$ cat config.mk
export PLATFORM = sky130hd
export DESIGN_NAME = fetch_ctrl
export DESIGN_NICKNAME = d
export VERILOG_FILES = /design/src/rtl/fetch_ctrl.sv
export SDC_FILE = /design/constraint.sdc
export NUM_CORES = 1
export LEC_CHECK = 0
export CAP_MARGIN = 15
export CORE_UTILIZATION = 50
export CTS_CLUSTER_DIAMETER = 50
export DETAILED_ROUTE_END_ITERATION = 10
export DONT_BUFFER_PORTS = 1
export GPL_ROUTABILITY_DRIVEN = 0
export PLACE_DENSITY_LB_ADDON = 0.1
export SYNTH_ARGS = -nofsm -noshare
export SYNTH_HDL_FRONTEND = slang
export SYNTH_SLANG_ARGS = --single-unit
export TNS_END_PERCENT = 30
$ cat constraint.sdc
create_clock -name CLK -period 3.4 [get_ports CLK]
set_input_delay 0.85 -clock CLK [delete_from_list [all_inputs] [get_ports CLK]]
set_output_delay 0.85 -clock CLK [all_outputs]
set_load 0.01 [all_outputs]
$ cat src/rtl/fetch_ctrl.sv
// Program counter / fetch controller with per-program start vectors,
// conditional abs/rel branches and call/return through a small RAS.
module fetch_ctrl #(
    parameter int          PC_W        = 16,
    parameter int          OFF_W       = 8,
    parameter int          RAS_DEPTH   = 4,
    parameter int          NUM_PROGS   = 3,
    parameter int          PSEL_W      = 2,
    parameter int unsigned PROG_STRIDE = 32'h0100
) (
    input  logic                             CLK,
    input  logic                             Init,
    input  logic [PSEL_W-1:0]                Prog_sel,
    input  logic                             Halt,
    input  logic                             FLAG_IN,
    input  logic                             Branch_abs,
    input  logic                             Branch_rel,
    input  logic                             Call,
    input  logic                             Ret,
    input  logic [PC_W-1:0]                  Target,
    input  logic [OFF_W-1:0]                 Offset,
    output logic [PC_W-1:0]                  PC,
    output logic [$clog2(RAS_DEPTH+1)-1:0]   Ras_cnt,
    output logic                             Ras_empty,
    output logic                             Ras_full,
    output logic                             Stack_err
);

    localparam int CNT_W = $clog2(RAS_DEPTH + 1);
    localparam int IDX_W = (RAS_DEPTH > 1) ? $clog2(RAS_DEPTH) : 1;
    localparam logic [CNT_W-1:0] DEPTH_C = CNT_W'(RAS_DEPTH);

    logic [PC_W-1:0]  ras [RAS_DEPTH];
    logic [PC_W-1:0]  start_pc;
    logic [PC_W-1:0]  pc_inc;
    logic [PC_W-1:0]  off_ext;
    logic [PC_W-1:0]  pc_nxt;
    logic [CNT_W-1:0] cnt_nxt;
    logic             err_nxt;
    logic             push;
    logic [IDX_W-1:0] top_idx;
    logic [IDX_W-1:0] wr_idx;
    logic             do_ret;
    logic             do_call;
    logic             do_abs;
    logic             do_rel;

    // Out-of-range program selects fall back to address zero.
    always_comb begin
        start_pc = '0;
        for (int k = 0; k < NUM_PROGS; k++) begin
            if (int'(Prog_sel) == k)
                start_pc = PC_W'(k * PROG_STRIDE);
        end
    end

    assign pc_inc  = PC + PC_W'(1);
    assign off_ext = PC_W'($signed(Offset));
    assign top_idx = IDX_W'(Ras_cnt - CNT_W'(1));
    assign wr_idx  = IDX_W'(Ras_cnt);

    // Flatten the priority chain into one-hot actions.
    assign do_ret  = Ret;
    assign do_call = Call & ~Ret;
    assign do_abs  = Branch_abs & FLAG_IN & ~Call & ~Ret;
    assign do_rel  = Branch_rel & FLAG_IN & ~(Branch_abs & FLAG_IN)
                   & ~Call & ~Ret;

    always_comb begin
        pc_nxt  = pc_inc;
        cnt_nxt = Ras_cnt;
        err_nxt = Stack_err;
        push    = 1'b0;
        if (Init || Halt) begin
            pc_nxt = PC;
        end else begin
            unique case (1'b1)
                do_ret: begin
                    if (Ras_cnt != '0) begin
                        pc_nxt  = ras[top_idx];
                        cnt_nxt = Ras_cnt - CNT_W'(1);
                    end else begin
                        err_nxt = 1'b1;
                    end
                end
                do_call: begin
                    if (Ras_cnt != DEPTH_C) begin
                        push    = 1'b1;
                        pc_nxt  = Target;
                        cnt_nxt = Ras_cnt + CNT_W'(1);
                    end else begin
                        err_nxt = 1'b1;
                    end
                end
                do_abs: pc_nxt = Target;
                do_rel: pc_nxt = PC + off_ext;
                default: ;
            endcase
        end
    end

    always_ff @(posedge CLK) begin
        if (Init) begin
            PC        <= start_pc;
            Ras_cnt   <= '0;
            Stack_err <= 1'b0;
            Ras_empty <= 1'b1;
            Ras_full  <= 1'b0;
        end else begin
            PC        <= pc_nxt;
            Ras_cnt   <= cnt_nxt;
            Stack_err <= err_nxt;
            Ras_empty <= (cnt_nxt == '0);
            Ras_full  <= (cnt_nxt == DEPTH_C);
        end
    end

    always_ff @(posedge CLK) begin
        if (push)
            ras[wr_idx] <= pc_inc;
    end

endmodule

# After elaboration in Yosys (flattened, before gate mapping)
# Memories as Yosys holds them, arrays and structs flattened.
# Cells that the tools add are included.
[totals] elab_cells=53 register_bits=22 ram_bits=64 mem_count=1 output_inout_bits=22
[mem_list] memory="ras" words=4 width=16 read_ports=1 rd_ports_with_merged_regs=0 write_ports=1 line="33" text="logic [PC_W-1:0] ras [RAS_DEPTH];"
[classes] muxes=19 addsub=4 reduce_logical=5 n_bitwise=12 n_eq_ne=7
[op_table] op="two-way mux 16 bit" count=4
[op_table] op="case mux 16 bit (4 select lines)" count=1
[op_table] op="adder 16 x 1 -> 16 bit (second input constant)" count=1
[op_table] op="adder 16 bit" count=1
[op_table] op="two-way mux 10 bit" count=1
[op_table] op="two-way mux 3 bit" count=3
[op_table] op="two-way mux 9 bit" count=1
[op_table] op="AND 1 bit" count=8
[op_table] op="two-way mux 1 bit" count=7
[op_table] op="inequality test 2 bit (second input constant)" count=3
[op_table] op="case mux 3 bit (2 select lines)" count=1
[op_table] op="== test 2 bit (second input constant)" count=2
[op_table] op="NOT 1 bit" count=4
[op_table] op="AND reduction 4 bit" count=1
[op_table] op="adder 3 x 1 -> 3 bit (second input constant)" count=1
[op_table] op="== test 3 bit (second input constant)" count=1
[op_table] op="zero test 3 bit" count=1
[op_table] op="inequality test 3 bit (second input constant)" count=1
[op_table] op="nonzero test 3 bit" count=1
[op_table] op="subtractor 3 x 1 -> 3 bit (second input constant)" count=1
[op_table] op="case mux 1 bit (2 select lines)" count=1
[op_table] op="nonzero test 2 bit" count=1
[op_table] op="logical OR 1 bit" count=1

# Logic depth before layout (Yosys ltp)
[depth] word_depth=8 ltp_mapped=12 ltp_nobuf=9

# Worst setup path after synthesis
# No wires, ideal clock.
[synth_timing] kind="input to register" startpoint="in Offset[0]" endpoint="reg PC[8] (data pin)" stages=9 setup_time_ns=0.257 slack_ns=0.644 arrival_ns=2.499 cell_sequence="ha_1 inv_1 fa_1 nand2b_1 a21oi_1 o21ai_0 xor2_1 o211ai_1 a32o_1"
[synth_between] elab_chain_cells=4
[synth_lines] element="start: declaration" line="21" text="input logic [OFF_W-1:0] Offset,"
[synth_lines] element="adder 16 bit" line="96" text="do_rel: pc_nxt = PC + off_ext;"
[synth_lines] element="case mux 16 bit (4 select lines)" line="77" text="unique case (1'b1)"
[synth_lines] element="two-way mux 16 bit" line="74" text="if (Init || Halt) begin"
[synth_lines] element="two-way mux 16 bit" line="103" text="if (Init) begin"
[synth_lines] element="end signal: assignment" line="104" text="PC <= start_pc;"
[synth_lines] element="end signal: assignment" line="110" text="PC <= pc_nxt;"
[synth_lines] element="end: declaration" line="22" text="output logic [PC_W-1:0] PC,"
# No other way between the ends. The select of a mux whose other input is x is not followed.
# A chain may end at the register's enable or synchronous reset.

# Worst setup path after layout
[layout_timing] startpoint="reg PC[0]" endpoint="reg PC[12] (data pin)"
[layout_between] elab_chain_cells=5
[layout_lines] element="adder 16 x 1 -> 16 bit" line="57" text="assign pc_inc = PC + PC_W'(1);"
[layout_lines] element="two-way mux 16 bit, on equally long branches" line="87, 79"
[layout_lines] element="case mux 16 bit (4 select lines) *" line="77"
[layout_lines] element="two-way mux 16 bit *" line="74"
[layout_lines] element="two-way mux 16 bit *" line="103"
# Every way passes the cells marked *; elsewhere a longest branch is shown, timed or not. The select of a mux whose other input is x is not followed.

==> key figures <==
Logic synthesis
  – Proportion of synthesized area in mux cells: 0.07576
  – Yosys Warn Count: 0
  – Flip-flop and latch count after synthesis: 86
  – Ys flop type: edfxtp_1
  – Gate count after technology mapping: 392
  – Main combinational cell family by area after synthesis: compound AO/OA/AOI/OAI gates
  – Post-synthesis area per instance: 12.47 um2
  – Syn nets: 450
  – Compound-gate portion of the synthesized area: 0.1461
  – Part of the Yosys area used for sequential elements: 0.5160
  – Mapped cell area: 4888 um2
  – Share of synthesized flip-flops with an asynchronous set or reset: 0
  – Synthesized-area fraction occupied by adder cells: 0.06296
  – Synth Area in XOR/XNOR: 0.04607
  – Number of enable flip-flop cells after synthesis: 80
  – Unique masters post-synth: 65
  – Post-synthesis simple-gate area fraction: 0.1252

Worst setup path
  – Classification of the worst setup path: flop to flop
  – Reg-to-Reg Start: PC[0]$_SDFFCE_PP0P_
  – Required time of the critical path: 3600 ps
  – Element type at the critical path end: flop
  – Worst Setup SP: PC[0]$_SDFFCE_PP0P_
  – CP arrival: 2920 ps
  – Type of element launching the critical path: flop
  – Maximum fanout encountered on the critical timing path: 6

Drt
  – Detailed-routed wire length on met2: 5637 um
  – Final Routed Wirelength: 11620 um
  – Average wire per cell in the routed design: 21.80 um
  – Number of design-rule violations left by the first detailed-router iteration: 176
  – Post-DRT Antenna Nets: 0
  – Metal-1 WL: 5119 um
  – DR vias: 3314
  – Via-per-instance ratio: 6.218
  – Detailed Routing Iterations Pass 1: 5
  – DR top layer: met4
  – Met3 wire length: 675 um
  – Post-route DRC violation count: 0

Finish
  – Seq. cell area: 2522 um2
  – Ratio of cells with drive above 1 in the final layout: 0.1485
  – Post-route core utilization: 0.5637
  – Multi-input gate area in the final layout: 2230 um2
  – Total non-filler cell area in the finished layout: 5283 um2
  – Fill cell instance count of the final layout: 826
  – Post-synthesis to final-layout area growth: 8.063%
  – Leading cell types in the layout, fill and taps excluded: edfxtp_1, nor2_1, a21oi_1
  – Leading cell type in the layout, fill and taps excluded: edfxtp_1
  – Net count of the finished layout: 457
  – Number of antenna diodes: 0

Power and ir drop
  – Power density relative to cell area: 508.2 nW/um2
  – Max IR drop VDD: 238.0 uV
  – Leak pwr: 1.827 nW

Floorplanning
  – Die area: 10180 um2
  – Number of I/O pins: 56
  – Starting density of the core: 0.5216
  – Die Span Y: 100.9 um
  – Cell Rows: 35
  – Die extent in x: 100.9 um
  – Core ar.: 9371 um2

Clocking
  – CTS clock-pin slew for the worst setup and hold paths: 90 ps
  – Gates resized, CTS repair: 0
  – Post-cts hold buffer count: 0
  – TritonCTS Sinks: 86
  – Maximum number of buffers from clock root to sink: 2
  – Clock insertion delay at the later pin of the skew report: 350 ps
  – Clock tree from TritonCTS: built
  – TritonCTS Buffers: 9
  – Number of H-tree levels: 3
  – Setup Fix Bufs, Post-CTS: 0
  – Library cell used as clock root buffer: clkbuf_8

Timing
  – Period utilisation layout: 0.7998
  – Setup repair after global routing missed its margin: false
  – Final worst path period need: 2719 ps
  – Max Clock Skew: 13.53 ps
  – Worst-case headroom to the max-slew limit: 0.3945
  – Final hold violation count: 0
  – Max Clk Rate: 0.3677 GHz
  – Slew @ Worst Pin: 908.2 ps
  – Post-Route Setup TNS: 0 ps
  – Max Slew Vio Count: 0
  – Final setup violating endpoints: 0

Global route
  – All-Layer GR Usage: 0.2446
  – Total grt overflow: 0
  – Maximum number of pins on one net before global-route repair: 33
  – Global-route wire length before repair: 18240 um
  – Vias in the first global route: 3328
  – Number of antenna violations at the first check in global routing: 0

Placed design
  – Port buffer count: 0
  – Placed Instance Area: 5056 um2
  – Total half-perimeter wirelength after legalization and detailed placement: 8425 um

Hold path
  – Startpoint of the worst hold path: Init
  – Min-delay worst type: primary input to flop

Outcome
  – Result of the run: finished clean

Run
  – Max-capacitance violation count: 0
## worst paths after layout
check	to	slack, ps	cells after the start
worst max-delay path	PC[12]$_SDFFCE_PP0P_	680	9
worst max register to register	PC[12]$_SDFFCE_PP0P_	680	9
worst min register to register	Stack_err$_SDFFE_PP0P_	560	2
worst min-delay path	Stack_err$_SDFFE_PP0P_	560	1
## Yosys cell counts (3+ instances only)
| cell | count | area, um2 |
|---|---|---|
| nor2b_1 | 3 | 18.77 |
| nor4_1 | 4 | 25.02 |
| a221oi_1 | 4 | 35.03 |
| nor3_1 | 4 | 20.02 |
| buf_2 | 7 | 35.03 |
| o211ai_1 | 6 | 45.04 |
| a222oi_1 | 4 | 40.04 |
| nor2_1 | 30 | 112.6 |
| inv_1 | 16 | 60.06 |
| and2_1 | 5 | 31.28 |
| nand2_1 | 22 | 82.58 |
| nand2b_1 | 9 | 56.30 |
| clkbuf_1 | 5 | 18.77 |
| nand3_1 | 8 | 40.04 |
| a31oi_1 | 4 | 25.02 |
| xor2_1 | 8 | 70.07 |
| a22oi_1 | 9 | 67.56 |
| o21ai_0 | 18 | 90.09 |
| dfxtp_1 | 6 | 120.1 |
| nand3b_1 | 4 | 30.03 |
| ha_1 | 23 | 287.8 |
| mux4_2 | 16 | 360.4 |
| xnor2_1 | 14 | 122.6 |
| a21oi_1 | 25 | 125.1 |
| edfxtp_1 | 80 | 2402 |
## report_power, final
group / leakage, nW / switching, mW / internal [mW]
combinational: 0.905 / 0.338 / 0.230
clock: 0.116 / 0.401 / 0.425
sequential: 0.806 / 0.0671 / 1.22
## worst max-delay path, cell delays in order, from the launching register on
cell,delay (ps)
edfxtp_1,500
ha_1,270
inv_1,70
fa_1,370
nand2b_1,190
a21oi_1,370
o2111ai_4,210
a311oi_1,260
o21ai_1,120
a211oi_2,200
## kinds of logic after synthesis
kind of cell | count (synthesis)
and+or+nand+nor | 109
buffers and inverters | 31
muxes | 17
adders and majority gates | 24
DFF | 86
AOI/OAI and AO/OA | 101
xor gates and xnor gates | 24
## per-layer routing
layer	vias to the layer above	track usage
met5	-	0
met1	1649	0.3242
met3	16	0.05062
met4	0	0.08138
li1	1543	-
met2	106	0.4025
## flip-flops by register name (all words and copies together), names as in the netlist
name and count:
Ras_empty 1, Ras_cnt 3, ras 64, PC 16, Stack_err 1, Ras_full 1
## layout make-up
cell class                      count  area share
Clock buffer                        9     0.02345
Multi-Input combinational cell    275      0.4221
Clock inverter                      7     0.01942
Inverter                           16     0.01137
Tap cell                          129     0.03055
Timing Repair Buffer               11     0.01563
Sequential cell                    86      0.4775
## through the flow
step / power [mW] / cells / hold WS, ps / setup WS (ps)
2_1_floorplan: 1.734 / 392 / 503.6 / 643.7
3_3_place_gp: 1.865 / 517 / 535.9 / 488.3
3_5_place_dp: 1.875 / 517 / 537.1 / 394.5
4_1_cts: 2.692 / 533 / 545.3 / 683.4
5_1_grt: 2.805 / 533 / 540.2 / 455.2
6_report: 2.685 / 533 / 556.9 / 680.6
(Power assumes the default switching activity.)
